==> src/rtl/fp16_vec_accum.sv <==
// ============================================================================
// Module   : fp16_vec_accum
// Purpose  : FP16 vector-reduction controller driving an external 2-stage
//            pipelined FP16 adder using two interleaved partial sums.
// Revision : 1.0  initial release
// ============================================================================
`timescale 1ns/1ps
`default_nettype none

module fp16_vec_accum #(
    parameter int LEN_W = 16
) (
    input  logic             clk,
    input  logic             rst,
    input  logic             start,
    input  logic [LEN_W-1:0] len,
    input  logic             in_valid,
    input  logic [15:0]      in_data,
    output logic             in_ready,
    output logic [15:0]      add_a,
    output logic [15:0]      add_b,
    input  logic [15:0]      add_sum,
    output logic             out_valid,
    output logic [15:0]      out_data,
    input  logic             out_ready,
    output logic             busy
);

    localparam logic [LEN_W-1:0] c_one = {{(LEN_W-1){1'b0}}, 1'b1};

    typedef enum logic [2:0] {
        S_IDLE  = 3'd0,
        S_RUN   = 3'd1,
        S_DRAIN = 3'd2,
        S_MERGE = 3'd3,
        S_DONE  = 3'd4
    } state_t;

    state_t           r_state, w_state_nxt;
    logic [LEN_W-1:0] r_len_q, w_len_nxt;
    logic [LEN_W-1:0] r_cnt,   w_cnt_nxt;
    logic [15:0]      r_p0,    w_p0_nxt;
    logic [15:0]      r_p1,    w_p1_nxt;
    logic             r_p0_v,  w_p0_v_nxt;
    logic             r_p1_v,  w_p1_v_nxt;
    logic [1:0]       r_iss;
    logic             w_issue;
    logic [15:0]      r_out_data, w_out_nxt;
    logic             w_ret;
    logic             w_in_ready;
    logic [15:0]      w_add_a, w_add_b;

    // A returning partial is identified purely by issue history, so a reset
    // that clears r_iss makes any adder results still in flight harmless.
    assign w_ret = r_iss[1];

    always_ff @(posedge clk or posedge rst) begin
        if (rst) begin
            r_state    <= S_IDLE;
            r_len_q    <= '0;
            r_cnt      <= '0;
            r_p0       <= 16'h0000;
            r_p1       <= 16'h0000;
            r_p0_v     <= 1'b0;
            r_p1_v     <= 1'b0;
            r_iss      <= 2'b00;
            r_out_data <= 16'h0000;
        end else begin
            r_state    <= w_state_nxt;
            r_len_q    <= w_len_nxt;
            r_cnt      <= w_cnt_nxt;
            r_p0       <= w_p0_nxt;
            r_p1       <= w_p1_nxt;
            r_p0_v     <= w_p0_v_nxt;
            r_p1_v     <= w_p1_v_nxt;
            r_iss      <= {r_iss[0], w_issue};
            r_out_data <= w_out_nxt;
        end
    end

    always_comb begin
        w_state_nxt = r_state;
        w_len_nxt   = r_len_q;
        w_cnt_nxt   = r_cnt;
        w_p0_nxt    = r_p0;
        w_p1_nxt    = r_p1;
        w_p0_v_nxt  = r_p0_v;
        w_p1_v_nxt  = r_p1_v;
        w_out_nxt   = r_out_data;
        w_issue     = 1'b0;
        w_in_ready  = 1'b0;
        w_add_a     = 16'h0000;
        w_add_b     = 16'h0000;

        case (r_state)
            S_IDLE: begin
                if (start) begin
                    w_len_nxt   = len;
                    w_cnt_nxt   = '0;
                    w_p0_nxt    = 16'h0000;
                    w_p1_nxt    = 16'h0000;
                    w_p0_v_nxt  = 1'b1;
                    w_p1_v_nxt  = 1'b1;
                    w_out_nxt   = 16'h0000;
                    w_state_nxt = (len == '0) ? S_DONE : S_RUN;
                end
            end

            S_RUN: begin
                w_in_ready = (r_cnt < r_len_q) && (w_ret || r_p0_v || r_p1_v);
                if (in_valid && w_in_ready) begin
                    w_issue   = 1'b1;
                    w_add_b   = in_data;
                    w_cnt_nxt = r_cnt + c_one;
                    if (w_ret) begin
                        w_add_a = add_sum;
                    end else if (r_p0_v) begin
                        w_add_a    = r_p0;
                        w_p0_v_nxt = 1'b0;
                    end else begin
                        w_add_a    = r_p1;
                        w_p1_v_nxt = 1'b0;
                    end
                    if (w_cnt_nxt == r_len_q) begin
                        w_state_nxt = S_DRAIN;
                    end
                end else if (w_ret) begin
                    if (!r_p0_v) begin
                        w_p0_nxt   = add_sum;
                        w_p0_v_nxt = 1'b1;
                    end else begin
                        w_p1_nxt   = add_sum;
                        w_p1_v_nxt = 1'b1;
                    end
                end
            end

            S_DRAIN: begin
                if (w_ret) begin
                    if (!r_p0_v) begin
                        w_p0_nxt   = add_sum;
                        w_p0_v_nxt = 1'b1;
                    end else begin
                        w_p1_nxt   = add_sum;
                        w_p1_v_nxt = 1'b1;
                    end
                end
                // Look ahead so the merge issues the cycle after the last return parks.
                if (w_p0_v_nxt && w_p1_v_nxt && !r_iss[0]) begin
                    w_state_nxt = S_MERGE;
                end
            end

            S_MERGE: begin
                if (r_p0_v && r_p1_v) begin
                    w_issue    = 1'b1;
                    w_add_a    = r_p0;
                    w_add_b    = r_p1;
                    w_p0_v_nxt = 1'b0;
                    w_p1_v_nxt = 1'b0;
                end else if (w_ret) begin
                    w_out_nxt   = add_sum;
                    w_state_nxt = S_DONE;
                end
            end

            S_DONE: begin
                if (out_ready) begin
                    w_state_nxt = S_IDLE;
                end
            end

            default: begin
                w_state_nxt = S_IDLE;
            end
        endcase
    end

    assign in_ready  = w_in_ready;
    assign add_a     = w_add_a;
    assign add_b     = w_add_b;
    assign out_valid = (r_state == S_DONE);
    assign out_data  = r_out_data;
    assign busy      = (r_state != S_IDLE);

endmodule

`default_nettype wire

==> config.mk <==
export PLATFORM = sky130hd
export DESIGN_NAME = fp16_vec_accum
export DESIGN_NICKNAME = d
export VERILOG_FILES = /design/src/rtl/fp16_vec_accum.sv
export SDC_FILE = /design/constraint.sdc
export NUM_CORES = 1
export LEC_CHECK = 0
export CORE_ASPECT_RATIO = 0.7
export CORE_MARGIN = 2
export CORE_UTILIZATION = 58
export CTS_CLUSTER_SIZE = 14
export DETAILED_ROUTE_END_ITERATION = 8
export DONT_BUFFER_PORTS = 1
export PLACE_DENSITY = 0.76
export SLEW_MARGIN = 20
export SYNTH_ARGS = -nofsm -noshare
export SYNTH_HDL_FRONTEND = slang
export SYNTH_SLANG_ARGS = --single-unit
export TNS_END_PERCENT = 10
==> constraint.sdc <==
create_clock -name clk -period 3.05 [get_ports clk]
set_clock_uncertainty 0.05 [all_clocks]
set_input_delay 0.61 -clock clk [delete_from_list [all_inputs] [get_ports clk]]
set_output_delay 0.61 -clock clk [all_outputs]
set_load 0.03 [all_outputs]
* Yosys cells after proc, flatten, opt, wreduce, memory -nomap -nowiden *
Cells that the tools add are included.

storage, ports and cells
  register bits = 87
  logic and storage cells = 98
  output and inout bits = 51

operators by class
  reduce and logical (&&, ||, !) cells = 22
  order comparisons = 1
  equal/unequal tests = 16
  multiplexer cells = 49
  add/subtract/negate cells = 1

operators by type and width
  operator                                        number
  2-to-1 mux 16 bit                               16
  case mux 16 bit (2 select lines)                4
  case mux 16 bit (3 select lines)                2
  2-to-1 mux 3 bit                                8
  adder 16 x 1 -> 16 bit (second input constant)  1
  == test 16 bit                                  1
  zero test 16 bit                                1
  less-than comparator 16 bit                     1
  inequality test 2 bit (second input constant)   8
  2-to-1 mux 1 bit                                15
  case mux 3 bit (5 select lines)                 1
  case mux 1 bit (4 select lines)                 2
  AND reduction 4 bit                             2
  AND reduction 7 bit                             1
  == test 3 x 2 -> 1 bit (second input constant)  2
  inequality test 3 bit (second input constant)   2
  AND reduction 3 bit                             2
  nonzero test 3 bit                              2
  logical AND 1 bit                               5
  AND reduction 5 bit                             1
  nonzero test 2 bit                              2
  nonzero test 4 bit                              1
  == test 3 x 1 -> 1 bit (second input constant)  1
  == test 3 bit (second input constant)           1
  other kinds (6)                                 7

* Depth between registers and ports, before layout *
Gate-level depths: netlist of run 1.

  depth in word-level cells = 7
  gate-level depth with buffers = 12
  gate-level depth less buffers = 9

* Worst setup path after synthesis of run 1 *
OpenSTA, ideal clock, no wires.

  kind = reg2out
  start point = register r_len_q[15]
  end point = output add_a[0]
  buffers on the path = 1
  path slack = -223 ps
  data arrival time = 2613 ps
  cell stages (with the launch flop) = 8
  cell sequence = dfrtp_1 > inv_1 > ha_1 > a2111oi_1 > and4_1 > nand2_1 > clkbuf_1 > o21ai_0

on the way
  cells in the longest elaborated chain, start to end = 5

RTL lines
  element                           line  source
  from (decl)                       40    logic [LEN_W-1:0] r_len_q, w_len_nxt;
  from (signal assigned)            70    r_len_q <= w_len_nxt;
  less-than comparator 16 bit       110   w_in_ready = (r_cnt < r_len_q) && (w_ret || r_p0_v || r_p1_v);
  logical AND 1 bit                 110
  logical AND 1 bit                 111   if (in_valid && w_in_ready) begin
  2-to-1 mux 16 bit                 111
  case mux 16 bit (2 select lines)  95    case (r_state)
  to (decl)                         20    output logic [15:0] add_a,

Every way passes these cells.

* Worst setup path in the final report of run 1 *
  start point = register r_len_q[1]
  end point = output add_b[5]

on the way
  cells in the longest elaborated chain, start to end = 5

RTL lines
  element                           line  source
  less-than comparator 16 bit       110
  logical AND 1 bit                 110
  logical AND 1 bit                 111
  2-to-1 mux 16 bit                 111
  case mux 16 bit (2 select lines)  95
  to (decl)                         21    output logic [15:0] add_b,

Every way passes these cells.

==> impl_metrics.env, run 1 <==
export IMPL_postPlaceCellArea_um2=5990
export IMPL_hpwl_um=10900
export IMPL_yosysSeqAreaShare=0.402
export IMPL_avgSynthCellArea_um2=8.85
export IMPL_synthFlopType="dfrtp_1"
export IMPL_numCtsBuffers=9
export IMPL_powerDensity_nw_per_um2=862
export IMPL_synth_top_family_by_area="simple AND/OR/NAND/NOR gates"
export IMPL_syn_area_um2=5410
export IMPL_power_mw=5.60
export IMPL_drv_slew=0
export IMPL_root_buffer="clkbuf_16"
export IMPL_htreeDepth=3
export IMPL_dp_cells=769
export IMPL_finalHoldViolations=0
export IMPL_clock_fmax_mhz=310
export IMPL_die_h_um=84.8
export IMPL_grt_max_degree=58
export IMPL_status="finished, violations left"
export IMPL_antenna_left=0
export IMPL_row_count=29
export IMPL_num_antenna_cells=0
export IMPL_wl_um=15700
export IMPL_cp_slowest_cell="dfrtp_1"
export IMPL_pre_cts_ws_ns=0.0437
export IMPL_multiInputGateArea_um2=3060
export IMPL_final_area_um2=6490
export IMPL_grt_overflow=0
export IMPL_die_area_um2=10100
export IMPL_synth_xor_area_share=0.0437
export IMPL_drtIter0Drc=496
export IMPL_register_area_um2=2180
export IMPL_synth_edf_count=0
export IMPL_vias_per_cell=6.30
export IMPL_core_region_area_um2=9070
export IMPL_startpoint_type="register"
export IMPL_critPathMaxFanout=6
export IMPL_antenna_found_initial=0
export IMPL_fin_nets=730
export IMPL_tritoncts="built"
export IMPL_p_leak_nw=3.05
export IMPL_critPathBufInv=4
export IMPL_post_route_cells_drive_above_1_share=0.208
export IMPL_via_count=4972
export IMPL_synthCells=611
export IMPL_synth_fa_ha_area_frac=0.0412
export IMPL_stdcell_count=789
export IMPL_period_share=1.06
export IMPL_grt_pass1_vias=4936
export IMPL_crit_type="reg2out"
export IMPL_fin_util=0.716
export IMPL_crit_family="compound AO/OA/AOI/OAI gates"
export IMPL_cp_cell_sequence="inv_1 -> ha_1 -> nor2b_4 -> o211ai_1 -> a21oi_2 -> o41ai_2 -> buf_4 -> and2_4 -> buf_6 -> a22o_1 -> buf_6"
export IMPL_remaining_drc_errors=0
export IMPL_cap_viol_max_count=0
export IMPL_fill_cells=666
export IMPL_finalSetupViolCount=32
export IMPL_synth_simple_gate_area_frac=0.204
export IMPL_fin_setup_tns_ns=-4.38
export IMPL_clk_path_buf_depth=2
export IMPL_required_ns=2.39
export IMPL_synthArstFlopShare=1.00
export IMPL_cts_num_sinks=87
export IMPL_place_congestion=0.919
export IMPL_io_buffers=0
export IMPL_dr_pass1_iters=5
export IMPL_ys_types=51
export IMPL_slowest_delay_ns=0.35
export IMPL_peakVddDrop_uv=637
export IMPL_fin_crit_ns=3.23
export IMPL_synth_seq_cells=87
export IMPL_grt_total_usage=0.322
export IMPL_clk_pin_slew_ns=0.07
export IMPL_synth_compound_area_share=0.133
export IMPL_synthToLayoutAreaGrowth_pct=20.0
export IMPL_critPathArrivalTime_ns=2.57
export IMPL_die_w_um=119
export IMPL_worstMarginPinSlew_ns=0.826
export IMPL_setup_ws_ns=-0.179
export IMPL_cp_common_cell="buf_6"
export IMPL_slew_headroom=0.447
export IMPL_syn_nets=681
export IMPL_grt_pass1_wl_um=25500
export IMPL_violations="negative setup slack"
export IMPL_io_pin_count=104
export IMPL_synthMuxAreaShare=0.126
export IMPL_hold_class="in2async"
export IMPL_whs_ns=0.145
export IMPL_endpoint_kind="output port"
export IMPL_routedWlPerCell_um=20.0
export IMPL_ys_warn_count=0
export IMPL_clock_latency_ns=0.35
export IMPL_start_util=0.596
export IMPL_rsz0062_at_grt="true"
[routing by layer]
layer	global-route usage	share of wire	up-vias
met5	0	0	-
met3	0.0856	0.091	34
met4	0.0930	0.018	0
met1	0.461	0.44	2429
li1	-	-	2256
met2	0.485	0.45	253
[flip-flops by register name, summed over array words and instances (netlist names)]
name	flops
r_p0	16
out_data	16
r_iss	2
r_p0_v	1
r_p1	16
r_cnt	16
r_p1_v	1
r_state	3
r_len_q	16
[cells in the final DEF (no fill, tap or decap), types with 5 or more instances in the layout]
cell type / count
o21ai_2: 8
buf_4: 51
a21oi_1: 23
a221o_1: 6
nor2_1: 37
xnor2_1: 18
buf_6: 27
a22o_1: 17
ha_1: 17
dfrtp_1: 87
nand3_1: 40
inv_1: 24
o21ai_1: 9
nand4_1: 7
and3_1: 5
nor3_1: 9
o21ai_0: 26
xor2_1: 9
mux2_2: 16
clkbuf_16: 9
nand2_1: 96
nor4_1: 7
mux2i_1: 50
[power breakdown]
group	total (mW)	internal (mW)	switching, mW
clock	1.13	0.658	0.470
sequential	1.85	1.52	0.339
combinational	2.62	1.13	1.48
total	5.60	3.31	2.29
[worst register-to-register path, cell delays in order (launching register included)]
cell     delay (ns)
dfrtp_1        0.39
ha_1           0.32
buf_4          0.12
nand4_1        0.14
nor3b_2        0.29
o41ai_2        0.12
buf_4          0.16
and2_4         0.16
buf_6          0.14
a21oi_1        0.57
a221o_1        0.27
[synth_stat cells (2+ instances only)]
master | n | area (µm²)
mux2i_1 | 50 | 500
nand2_1 | 98 | 368
inv_1 | 25 | 93.8
a31oi_1 | 2 | 12.5
xor2_1 | 9 | 78.8
clkbuf_1 | 22 | 82.6
buf_2 | 11 | 55.1
nand3_1 | 40 | 200
or2_2 | 3 | 18.8
nor2_1 | 39 | 146
o311ai_0 | 2 | 17.5
nand4_1 | 7 | 43.8
or3_1 | 4 | 25.0
o21ai_0 | 43 | 215
or4_1 | 3 | 22.5
mux2_2 | 16 | 180
nor2b_1 | 3 | 18.8
o22ai_1 | 2 | 12.5
o21bai_1 | 2 | 15.0
nor3_1 | 9 | 45.0
nor3b_1 | 4 | 30.0
buf_1 | 5 | 18.8
nand2b_1 | 4 | 25.0
buf_4 | 2 | 15.0
ha_1 | 17 | 213
a22o_1 | 17 | 149
a211oi_1 | 3 | 22.5
nor4_1 | 7 | 43.8
o211ai_1 | 2 | 15.0
xnor2_1 | 18 | 158
a221o_1 | 6 | 60.1
nand3b_1 | 3 | 22.5
a21oi_1 | 25 | 125
and3_1 | 5 | 31.3
dfrtp_1 | 87 | 2180
[worst paths after layout]
check,start,endpoint,slack (ns),cells after the start
min,rst,r_len_q[1],0.14,1
max,r_len_q[1],add_b[5],-0.18,11
max reg2reg,r_cnt[13],r_cnt[5],0.27,10
min reg2reg,r_iss[0],r_iss[1],0.33,0
min in group clk,r_iss[0],r_iss[1],0.33,0
max in group asynchronous,rst,r_p1[14],2.10,2
[cell families after synthesis]
kind of cell               Yosys count
DFF                                 87
xor gates and xnor gates            27
muxes                               66
AOI/OAI and AO/OA                  112
buffers and inverters               66
adders and majority gates           18
and+or+nand+nor                    235
[layout make-up]
type | count | area share
flip-flops and latches | 87 | 0.335
well taps | 124 | 0.0239
clock inverters | 5 | 0.00867
clock buffers | 11 | 0.0374
inverters | 25 | 0.0146
multi-input cells | 458 | 0.471
repair buffers | 79 | 0.109
[timing repair]
action / 4_1_cts / 5_1_grt
pin swaps: 8 / 3
gates cloned: 1 / 0
endpoints found under the setup margin: 32 / 33
hold buffers: 0 / 0
gates resized for setup: 53 / 10
buffers inserted: 3 / 0
Power figures use the tool's default switching activity.
==> inputs of run 2 (changes only) <==
--- a/config.mk
+++ b/config.mk
@@ -5,12 +5,14 @@
 export SDC_FILE = /design/constraint.sdc
 export NUM_CORES = 1
 export LEC_CHECK = 0
+export ABC_AREA = 1
 export CORE_ASPECT_RATIO = 0.7
 export CORE_MARGIN = 2
 export CORE_UTILIZATION = 58
 export CTS_CLUSTER_SIZE = 14
 export DETAILED_ROUTE_END_ITERATION = 8
 export DONT_BUFFER_PORTS = 1
+export GPL_ROUTABILITY_DRIVEN = 1
 export PLACE_DENSITY = 0.76
 export SLEW_MARGIN = 20
 export SYNTH_ARGS = -nofsm -noshare
==> impl_metrics.env, run 2 <==
export IMPL_p_leak_nw=2.97
export IMPL_htreeDepth=3
export IMPL_reg2reg_from="r_len_q[5]"
export IMPL_synth_top_area_frac=0.409
export IMPL_routed_top_layer="met5"
export IMPL_rr_endpoint="r_cnt[10]"
export IMPL_routedWlPerCell_um=18.2
export IMPL_cap_viol_max_count=0
export IMPL_power_share_sequential=0.292
export IMPL_num_antenna_cells=0
export IMPL_synthCells=742
export IMPL_clock_fmax_mhz=316
export IMPL_via_count=5685
export IMPL_yosysSeqAreaShare=0.409
export IMPL_drt_met1_wl_um=7140
export IMPL_swShare=0.505
export IMPL_clock_latency_ns=0.36
export IMPL_combPwrFrac=0.549
export IMPL_synthToLayoutAreaGrowth_pct=24.4
export IMPL_fin_setup_tns_ns=-1.74
export IMPL_endpoint_kind="output port"
export IMPL_antenna_left=0
export IMPL_hpwl_um=11000
export IMPL_numCtsBuffers=9
export IMPL_wl_met3_um=2120
export IMPL_critPathArrivalTime_ns=2.51
export IMPL_hold_class="in2async"
export IMPL_peakVddDrop_uv=657
export IMPL_io_pin_count=104
export IMPL_critPathMaxFanout=8
export IMPL_synthArstFlopShare=1.00
export IMPL_synth_commonest_cells="nand2_1, o21ai_0, dfrtp_1"
export IMPL_wl_um=17000
export IMPL_core_region_area_um2=9000
export IMPL_yosysMostFrequentCell="nand2_1"
export IMPL_remaining_drc_errors=0
export IMPL_syn_nets=812
export IMPL_p_clk_frac=0.159
export IMPL_crit_type="reg2out"
export IMPL_vias_per_cell=6.08
export IMPL_stdcell_count=935
export IMPL_grt_pass1_wl_um=26300
export IMPL_ys_warn_count=0
export IMPL_io_buffers=0
export IMPL_grt_total_usage=0.334
export IMPL_root_buffer="clkbuf_16"
export IMPL_dp_cells=883
export IMPL_drv_slew=0
export IMPL_powerDensity_nw_per_um2=1130
export IMPL_met2_length_um=7390
export IMPL_worstMarginPinSlew_ns=0.730
export IMPL_post_route_cells_drive_above_1_share=0.228
export IMPL_rsz0062_at_grt="true"
export IMPL_synthTopCellsByArea="dfrtp_1, nand2_1, o21ai_0, nand3_1, inv_1"
export IMPL_postPlaceCellArea_um2=5710
export IMPL_fin_crit_ns=3.17
export IMPL_yosys_area_top_type="dfrtp_1"
export IMPL_cts_num_sinks=87
export IMPL_status="finished, violations left"
export IMPL_ys_types=37
export IMPL_synthFlopType="dfrtp_1"
export IMPL_final_cell_mix="nand2_1, dfrtp_1, o21ai_0"
export IMPL_power_internal_mw=3.69
export IMPL_r2r_slack_ns=0.30
export IMPL_place_congestion=0.953
export IMPL_period_share=1.04
export IMPL_grt_max_degree=88
export IMPL_fin_nets=876
export IMPL_reg2regPathDepth=15
export IMPL_whs_ns=0.177
export IMPL_setup_ws_ns=-0.119
export IMPL_clk_path_buf_depth=2
export IMPL_synth_edf_count=0
export IMPL_violations="negative setup slack"
export IMPL_grt_overflow=0
export IMPL_final_area_um2=6630
export IMPL_mostFrequentLayoutCell="nand2_1"
export IMPL_finalSetupViolCount=32
export IMPL_avgSynthCellArea_um2=7.18
export IMPL_dr_pass1_iters=5
export IMPL_clk_pin_slew_ns=0.07
export IMPL_slew_headroom=0.512
export IMPL_row_count=29
export IMPL_fill_cells=697
export IMPL_drtIter0Drc=840
export IMPL_start_util=0.592
export IMPL_die_w_um=119
export IMPL_synth_seq_cells=87
export IMPL_grt_pass1_vias=5082
export IMPL_die_area_um2=9980
export IMPL_finalHoldViolations=0
export IMPL_die_h_um=84.2
export IMPL_required_ns=2.39
export IMPL_syn_area_um2=5330
export IMPL_antenna_found_initial=1
export IMPL_startpoint_type="register"
export IMPL_p_sw_mw=3.77
export IMPL_tritoncts="built"
## run 2: cell count changes after synthesis, moves of 8 or more
cell / change
inv_1: +60
xor2_1: -8
mux2_2: -15
o21ai_0: +49
nand3_1: +34
nand2_1: +81
mux2i_1: -50
clkbuf_1: -10
o21ai_1: +47
a22o_1: -17
xnor2_1: -18
## run 2: kinds of logic after synthesis
group,synth area share
AOI/OAI and AO/OA,0.178
xor gates and xnor gates,0.00164
adders and majority gates,0.0399
buffers and inverters,0.0972
DFF,0.409
muxes,0.00211
and+or+nand+nor,0.272
## run 2: worst max-delay path, cell delays in order, from the launching register on
cell,delay [ns]
dfrtp_1,0.39
inv_2,0.09
ha_4,0.21
a21oi_2,0.15
nor2_2,0.06
nor3_2,0.13
nand2_2,0.09
nand2_2,0.11
nand4_4,0.12
nor2_4,0.23
buf_12,0.18
buf_12,0.11
nand2_2,0.03
o21ai_1,0.06
buf_4,0.19
## run 2: cell type report
cell class              count  area, µm²  share of cell area
clock buffers               9        225              0.0340
well taps                 124        155              0.0234
flip-flops and latches     87       2180               0.329
repair buffers             85        711               0.107
multi-input cells         530       2910               0.440
inverters                  93        353              0.0533
clock inverters             7       85.1              0.0128
## run 2: per-layer routing
layer / vias up / GRT usage
met5: - / 0
met4: 2 / 0.0909
met3: 45 / 0.0863
met2: 379 / 0.468
met1: 2670 / 0.513
li1: 2589 / -
## run 2: worst max-delay path by stage
stage                      from   endpoint  slack [ns]  cells past startpoint
finish               r_len_q[5]  add_b[15]       -0.12                     14
CTS                    r_cnt[5]  add_a[15]        -0.1                     12
global placement    r_len_q[13]  add_a[14]        0.21                     10
detailed placement    r_cnt[13]  add_a[14]        0.10                      9
floorplan              r_cnt[5]  add_a[14]       0.008                     11
global route         r_len_q[5]  add_b[15]       -0.18                     14
## run 2: what timing repair did
action                                  in CTS  in global routing
setup buffers                               21                 15
gates resized for setup                     28                 58
endpoints found under the setup margin      32                 33
pin swaps                                   14                 18
hold buffers                                 0                  0
cloned                                       1                  0
## run 2: power by group through the flow
stage	Clock [mW]	Sequential (mW)	Combinational [mW]
finish	1.18	2.18	4.10
global route	1.23	2.23	4.50
CTS	1.18	2.15	3.59
detailed placement	0	2.16	3.33
global placement	0	2.15	3.23
floorplan	0	2.07	2.57
## run 2: metrics by stage
stage / utilization / setup WS, ns / total power, mW
finish: 0.736 / -0.119 / 7.46
global route: 0.736 / -0.182 / 7.96
CTS: 0.699 / -0.0986 / 6.92
detailed placement: 0.635 / 0.103 / 5.49
global placement: 0.635 / 0.209 / 5.38
floorplan: - / 0.00824 / 4.64
==> inputs of run 3 (changes only) <==
--- a/config.mk
+++ b/config.mk
@@ -6,6 +6,7 @@
 export NUM_CORES = 1
 export LEC_CHECK = 0
 export ABC_AREA = 1
+export CAP_MARGIN = 20
 export CORE_ASPECT_RATIO = 0.7
 export CORE_MARGIN = 2
 export CORE_UTILIZATION = 58
==> results of run 3 <==
The final DEF is identical to that of run 2; final timing and power are the same.
